--- config.mk ---
export PLATFORM = sky130hd
export DESIGN_NAME = mac_job_sequencer_flat
export DESIGN_NICKNAME = d
export VERILOG_FILES = /design/src/rtl/mac_job_sequencer_if.sv /design/src/rtl/mac_job_sequencer.sv /design/src/flat_wrapper.sv
export SDC_FILE = /design/constraint.sdc
export NUM_CORES = 1
export LEC_CHECK = 0
export CAP_MARGIN = 40
export CORE_MARGIN = 3
export CORE_UTILIZATION = 43
export DETAILED_ROUTE_END_ITERATION = 8
export PLACE_DENSITY = 0.85
export SLEW_MARGIN = 30
export SYNTH_ARGS = -nofsm -noshare
export SYNTH_HDL_FRONTEND = slang
export SYNTH_SLANG_ARGS = --single-unit
--- constraint.sdc ---
create_clock -name clk -period 4.11 [get_ports clk]
set_clock_uncertainty 0.15 [all_clocks]
set_input_delay 1.233 -clock clk [delete_from_list [all_inputs] [get_ports clk]]
set_output_delay 1.233 -clock clk [all_outputs]
set_load 0.005 [all_outputs]
--- src/rtl/mac_job_sequencer_if.sv ---
// Job, operand, MAC-side and result signals of the MAC job sequencer.
// The slave modport is the sequencer. The master modport is whoever issues jobs and
// operands, takes results and returns the MAC accumulator.
interface mac_job_sequencer_if #(
    parameter int unsigned DATA_W = 32,
    parameter int unsigned LEN_W  = 16
);
    logic              job_valid;
    logic              job_ready;
    logic [LEN_W-1:0]  job_len;
    logic              op_valid;
    logic              op_ready;
    logic [DATA_W-1:0] op_a;
    logic [DATA_W-1:0] op_b;
    logic              mac_rst;
    logic              mac_en;
    logic [DATA_W-1:0] mac_a;
    logic [DATA_W-1:0] mac_b;
    logic [DATA_W-1:0] mac_acc;
    logic              res_valid;
    logic              res_ready;
    logic [DATA_W-1:0] res_data;
    logic              busy;

    modport master (
        output job_valid, job_len, op_valid, op_a, op_b, res_ready, mac_acc,
        input  job_ready, op_ready, mac_rst, mac_en, mac_a, mac_b, res_valid, res_data, busy
    );

    modport slave (
        input  job_valid, job_len, op_valid, op_a, op_b, res_ready, mac_acc,
        output job_ready, op_ready, mac_rst, mac_en, mac_a, mac_b, res_valid, res_data, busy
    );
endinterface

--- src/rtl/mac_job_sequencer.sv ---
// Control and feed stage for one mac_unit. It accepts a dot-product job and clears the MAC.
// It streams operand pairs into the MAC, issuing zero operands on bubbles. It then waits
// for the MAC pipeline to drain and presents the accumulator as a valid/ready result.
module mac_job_sequencer #(
    parameter int unsigned DATA_W      = 32,
    parameter int unsigned LEN_W       = 16,
    parameter int unsigned MAC_LATENCY = 3
) (
    input logic               clk,
    input logic               rst,
    mac_job_sequencer_if.slave bus
);

    localparam int unsigned CntW = $clog2(MAC_LATENCY + 2);
    // One extra count so the capture happens after acc reflects the last issued pair.
    localparam logic [CntW-1:0] DrainLoad = CntW'(MAC_LATENCY + 1);

    typedef enum logic [2:0] {StIdle, StClear, StStream, StDrain, StHold} state_e;

    state_e            state_q, state_d;
    logic [LEN_W-1:0]  rem_q, rem_d;
    logic [CntW-1:0]   drain_cnt_q, drain_cnt_d;
    logic              mac_rst_q, mac_rst_d;
    logic              mac_en_q, mac_en_d;
    logic [DATA_W-1:0] mac_a_q, mac_a_d;
    logic [DATA_W-1:0] mac_b_q, mac_b_d;
    logic              res_valid_q, res_valid_d;
    logic [DATA_W-1:0] res_data_q, res_data_d;

    // Next state and next registered outputs.
    always_comb begin
        state_d     = state_q;
        rem_d       = rem_q;
        drain_cnt_d = drain_cnt_q;
        mac_rst_d   = mac_rst_q;
        mac_en_d    = mac_en_q;
        // Zero operands unless a pair is handed over, so held products never re-accumulate.
        mac_a_d     = '0;
        mac_b_d     = '0;
        res_valid_d = res_valid_q;
        res_data_d  = res_data_q;

        unique case (state_q)
            StIdle: begin
                mac_rst_d = 1'b0;
                if (bus.job_valid) begin
                    rem_d     = bus.job_len;
                    mac_rst_d = 1'b1;
                    mac_en_d  = 1'b1;
                    state_d   = StClear;
                end
            end
            StClear: begin
                mac_rst_d = 1'b0;
                if (rem_q == '0) begin
                    drain_cnt_d = DrainLoad;
                    state_d     = StDrain;
                end else begin
                    state_d = StStream;
                end
            end
            StStream: begin
                if (bus.op_valid) begin
                    mac_a_d = bus.op_a;
                    mac_b_d = bus.op_b;
                    rem_d   = rem_q - 1'b1;
                    if (rem_q == LEN_W'(1)) begin
                        drain_cnt_d = DrainLoad;
                        state_d     = StDrain;
                    end
                end
            end
            StDrain: begin
                if (drain_cnt_q == '0) begin
                    res_data_d  = bus.mac_acc;
                    res_valid_d = 1'b1;
                    mac_en_d    = 1'b0;
                    state_d     = StHold;
                end else begin
                    drain_cnt_d = drain_cnt_q - 1'b1;
                end
            end
            StHold: begin
                if (bus.res_ready) begin
                    res_valid_d = 1'b0;
                    state_d     = StIdle;
                end
            end
            default: state_d = StIdle;
        endcase
    end

    // State and output registers; reset leaves mac_rst high so the MAC is cleared.
    always_ff @(posedge clk) begin
        if (rst) begin
            state_q     <= StIdle;
            rem_q       <= '0;
            drain_cnt_q <= '0;
            mac_rst_q   <= 1'b1;
            mac_en_q    <= 1'b0;
            mac_a_q     <= '0;
            mac_b_q     <= '0;
            res_valid_q <= 1'b0;
            res_data_q  <= '0;
        end else begin
            state_q     <= state_d;
            rem_q       <= rem_d;
            drain_cnt_q <= drain_cnt_d;
            mac_rst_q   <= mac_rst_d;
            mac_en_q    <= mac_en_d;
            mac_a_q     <= mac_a_d;
            mac_b_q     <= mac_b_d;
            res_valid_q <= res_valid_d;
            res_data_q  <= res_data_d;
        end
    end

    assign bus.job_ready = (state_q == StIdle);
    assign bus.op_ready  = (state_q == StStream);
    assign bus.busy      = (state_q != StIdle);
    assign bus.mac_rst   = mac_rst_q;
    assign bus.mac_en    = mac_en_q;
    assign bus.mac_a     = mac_a_q;
    assign bus.mac_b     = mac_b_q;
    assign bus.res_valid = res_valid_q;
    assign bus.res_data  = res_data_q;

endmodule
--- src/flat_wrapper.sv ---
// flat-port wrapper written by rule: the top's interface ports become plain ports
module mac_job_sequencer_flat 
#(
    parameter int unsigned DATA_W      = 32,
    parameter int unsigned LEN_W       = 16,
    parameter int unsigned MAC_LATENCY = 3
)
  (clk, rst, bus_job_valid, bus_job_len, bus_op_valid, bus_op_a, bus_op_b, bus_res_ready, bus_mac_acc, bus_job_ready, bus_op_ready, bus_mac_rst, bus_mac_en, bus_mac_a, bus_mac_b, bus_res_valid, bus_res_data, bus_busy);
  mac_job_sequencer_if #(.DATA_W(DATA_W), .LEN_W(LEN_W)) bus_i ();
  input logic clk;
  input logic rst;
  input wire logic [$bits(bus_i.job_valid)-1:0] bus_job_valid;
  input wire logic [$bits(bus_i.job_len)-1:0] bus_job_len;
  input wire logic [$bits(bus_i.op_valid)-1:0] bus_op_valid;
  input wire logic [$bits(bus_i.op_a)-1:0] bus_op_a;
  input wire logic [$bits(bus_i.op_b)-1:0] bus_op_b;
  input wire logic [$bits(bus_i.res_ready)-1:0] bus_res_ready;
  input wire logic [$bits(bus_i.mac_acc)-1:0] bus_mac_acc;
  output wire logic [$bits(bus_i.job_ready)-1:0] bus_job_ready;
  output wire logic [$bits(bus_i.op_ready)-1:0] bus_op_ready;
  output wire logic [$bits(bus_i.mac_rst)-1:0] bus_mac_rst;
  output wire logic [$bits(bus_i.mac_en)-1:0] bus_mac_en;
  output wire logic [$bits(bus_i.mac_a)-1:0] bus_mac_a;
  output wire logic [$bits(bus_i.mac_b)-1:0] bus_mac_b;
  output wire logic [$bits(bus_i.res_valid)-1:0] bus_res_valid;
  output wire logic [$bits(bus_i.res_data)-1:0] bus_res_data;
  output wire logic [$bits(bus_i.busy)-1:0] bus_busy;
  assign bus_i.job_valid = bus_job_valid;
  assign bus_i.job_len = bus_job_len;
  assign bus_i.op_valid = bus_op_valid;
  assign bus_i.op_a = bus_op_a;
  assign bus_i.op_b = bus_op_b;
  assign bus_i.res_ready = bus_res_ready;
  assign bus_i.mac_acc = bus_mac_acc;
  assign bus_job_ready = bus_i.job_ready;
  assign bus_op_ready = bus_i.op_ready;
  assign bus_mac_rst = bus_i.mac_rst;
  assign bus_mac_en = bus_i.mac_en;
  assign bus_mac_a = bus_i.mac_a;
  assign bus_mac_b = bus_i.mac_b;
  assign bus_res_valid = bus_i.res_valid;
  assign bus_res_data = bus_i.res_data;
  assign bus_busy = bus_i.busy;
  mac_job_sequencer #(.DATA_W(DATA_W), .LEN_W(LEN_W), .MAC_LATENCY(MAC_LATENCY)) u_core (.clk(clk), .rst(rst), .bus(bus_i));
endmodule
==> impl_metrics.yaml <==
job:
  cap_violations: 0
logic_synthesis:
  yosysUniqueCellTypes: 48
  synthCells: 472
  synth-async-reset-ratio: 0
  syn_area_per_cell_sq_um: 9.40
  synth_ff_type: "dfxtp_1"
  ys_ff_latch: 121
  synth_area_leader_cell: "dfxtp_1"
  synthTopCellsByArea: "dfxtp_1 (55%), and2_1 (9.2%), nand2_1 (6.3%)"
  yosys.area.top_type_share: 0.546
  synth.most_common_cell: "dfxtp_1"
  synth_edf_count: 0
  ys.warnings.count: 0
  synth_nets: 594
  synth_common_cells: "dfxtp_1 (121), nand2_1 (74), and2_1 (65)"
  ys_seq_area_frac: 0.546
  syn_area_sq_um: 4440
timing:
  maxSlewViolCount: 0
  period_minus_slack_ps: 3620
  finalSetupViolations: 0
  hold_violations: 0
  tightest_slew_ps: 814
  fin_crit_sh: 0.882
  tns_ps: 0
  holdWs_ps: 302
  slew_headroom: 0.453
  clock.fmax_mhz: 276
  grt_setup_unrepaired: "false"
pwr:
  p_leak_nw: 2.71
  powerDensity_nw_per_um2: 446
  vdd_drop_max_mv: 0.296
  p_total_mw: 3.24
clock_tree:
  clkTransAtPathRegs_ps: 60
  worstSkewPairLatency_ps: 510
  cts_buffers: 17
  cts_max_level: 4
  clock_sinks: 121
  cts_resized: 0
  postCtsHoldBufs: 0
  cts_buffer_depth: 2
  postCtsSetupRepairBufs: 0
  root_buffer: "clkbuf_8"
  cts_tree: "yes"
global_routing:
  overflow: 0
  grt_max_degree: 65
  grt_pass1_wl_mm: 21.5
  grt_use_total: 0.242
  antenna_found_initial: 0
  grt_pass1_vias: 4267
critical_path:
  worstPathMaxFanout: 15
  worstSetupPathType: "reg2out"
  worst-path-stages: 3
  cpPeakStageDelay_ps: 600
  cp_data_arrival_time_ps: 2240
  r2r_end: "u_core.bus.mac_b[22]$_SDFF_PP0_"
  reg2regPathDepth: 6
  start_kind: "flop"
  endpoint_kind: "output port"
  path_cells: "or3b_1 > inv_6 > clkdlybuf4s50_1"
  path_delay_family: "buffers and inverters"
  crit-reg2reg-launch: "u_core.state_q[2]$_SDFFE_PP0P_"
  slowest_stage: "or3b_1"
  r2r_setup_slack_ps: 1860
  required_ps: 2730
  worst-path-buf-inv: 2
cells_and_area:
  final_cells: 831
  area_growth_syn_to_layout_pct: 63.5
  drive_gt1_frac: 0.0702
  fin_nets: 807
  diodes: 0
  fin_area_sq_um: 7250
die:
  initial_core_util: 0.448
  core_region_area_sq_um: 9910
  fp.dieH_um: 108
  die_w_um: 108
  fp.dieArea_sq_um: 11600
  num_rows: 36
  num_io_pins: 219
drt:
  totalWireLength_mm: 13.9
  ant_nets: 0
  top_layer: "met4"
  wl_met1_mm: 4.93
  routed-wl-met3_mm: 1.15
  via_per_inst: 4.92
  drc: 0
  vias: 4086
  drt-initial-drc-count: 234
  routedWlPerCell_um: 16.7
  routed-wl-met2_mm: 7.58
  first_pass_iters: 5
hold_path:
  hp-class: "reg2reg"
  hold_start: "u_core.bus.res_data[3]$_SDFFE_PP0P_"
  hold-path-endpoint: "u_core.bus.res_data[3]$_SDFFE_PP0P_"
  hold_depth: 2
place:
  numPortBuffers: 218
  place_congestion: 0.809
  place_inst: 798
  place_area_sq_um: 6640
  dp_hpwl_mm: 10.1
status:
  status: "completed"
-- through the flow --
| stage | worst slack (ps) | util |
|---|---|---|
| floorplan | 1650 | - |
| global placement | 799 | 0.670 |
| detailed placement | 729 | 0.670 |
| CTS | 186 | 0.730 |
| global route | 354 | 0.732 |
| finish | 487 | 0.732 |
-- cell usage in the layout (no fill, tap or decap), drive strengths merged, types with 2 or more instances in the layout --
master / count
clkinv: 3
clkbuf: 21
mux2: 2
a21oi: 42
a211oi: 5
and2: 66
mux2i: 5
o21ai: 12
buf: 6
nand3: 2
nor4: 7
dfxtp: 121
nand4b: 3
clkdlybuf4s50: 217
o22ai: 4
bufinv: 3
a21boi: 4
nor3b: 2
clkinvlp: 5
nand2b: 7
nand2: 74
nor2b: 3
nand4: 12
ha: 5
nor2: 21
or3: 4
a311oi: 3
inv: 10
nand3b: 5
nor3: 8
a21o: 2
a32oi: 2
a31o: 2
-- cells by family (layout without fill, tap and decap cells) --
logic type | count (synthesis) | after routing | share of synthesized area
simple gates | 215 | 215 | 0.258
flops | 121 | 121 | 0.546
compound gates | 85 | 85 | 0.117
buf+inv | 39 | 265 | 0.0485
mux | 7 | 7 | 0.0164
fa+ha+maj | 5 | 5 | 0.0141
-- cell type report --
class,instances,area (sq um)
inverters,10,42.5
multi-input cells,312,1800
clock inverters,11,146
clock buffers,21,449
flip-flops and latches,121,2420
fillers,703,2660
repair buffers,223,2220
well taps,133,166
-- routing by layer --
metal  up-vias  track usage
li1       2015            -
met1      1883        0.248
met2       169        0.447
met3        19       0.0966
met4         0       0.0748
met5         -            0
-- worst max-delay path by stage --
stage | to | start | slack (ps)
final | bus_op_ready | u_core.state_q[2]$_SDFFE_PP0P_ | 490
after CTS | bus_op_ready | u_core.state_q[1]$_SDFFE_PP0P_ | 190
after detailed placement | bus_op_ready | u_core.state_q[1]$_SDFFE_PP0P_ | 730
after global placement | bus_op_ready | u_core.state_q[2]$_SDFFE_PP0P_ | 800
after global routing | bus_op_ready | u_core.state_q[1]$_SDFFE_PP0P_ | 350
after floorplan | bus_op_ready | u_core.state_q[0]$_SDFFE_PP0P_ | 1650
-- registers in the layout (all words and copies together), names as in the netlist --
| register | flops |
|---|---|
| u_core.rem_q | 16 |
| u_core.state_q | 3 |
| u_core.bus.res_valid | 1 |
| u_core.drain_cnt_q | 3 |
| u_core.bus.mac_a | 32 |
| u_core.bus.mac_en | 1 |
| u_core.bus.mac_rst | 1 |
| u_core.bus.res_data | 32 |
| u_core.bus.mac_b | 32 |
-- where the power goes --
group          switching [mW]  internal [mW]  leakage, nW
Combinational           0.219          0.263         1.45
Clock                   0.521          0.953        0.276
Sequential             0.0528           1.23        0.980
-- worst register-to-register path, cell delays in order (launching register included) --
cell and delay (ps):
dfxtp_1 450, or3b_1 600, inv_6 170, nand2b_4 100, nor2_4 80, buf_4 390, and2_1 250
Power figures use the tool's default switching activity.
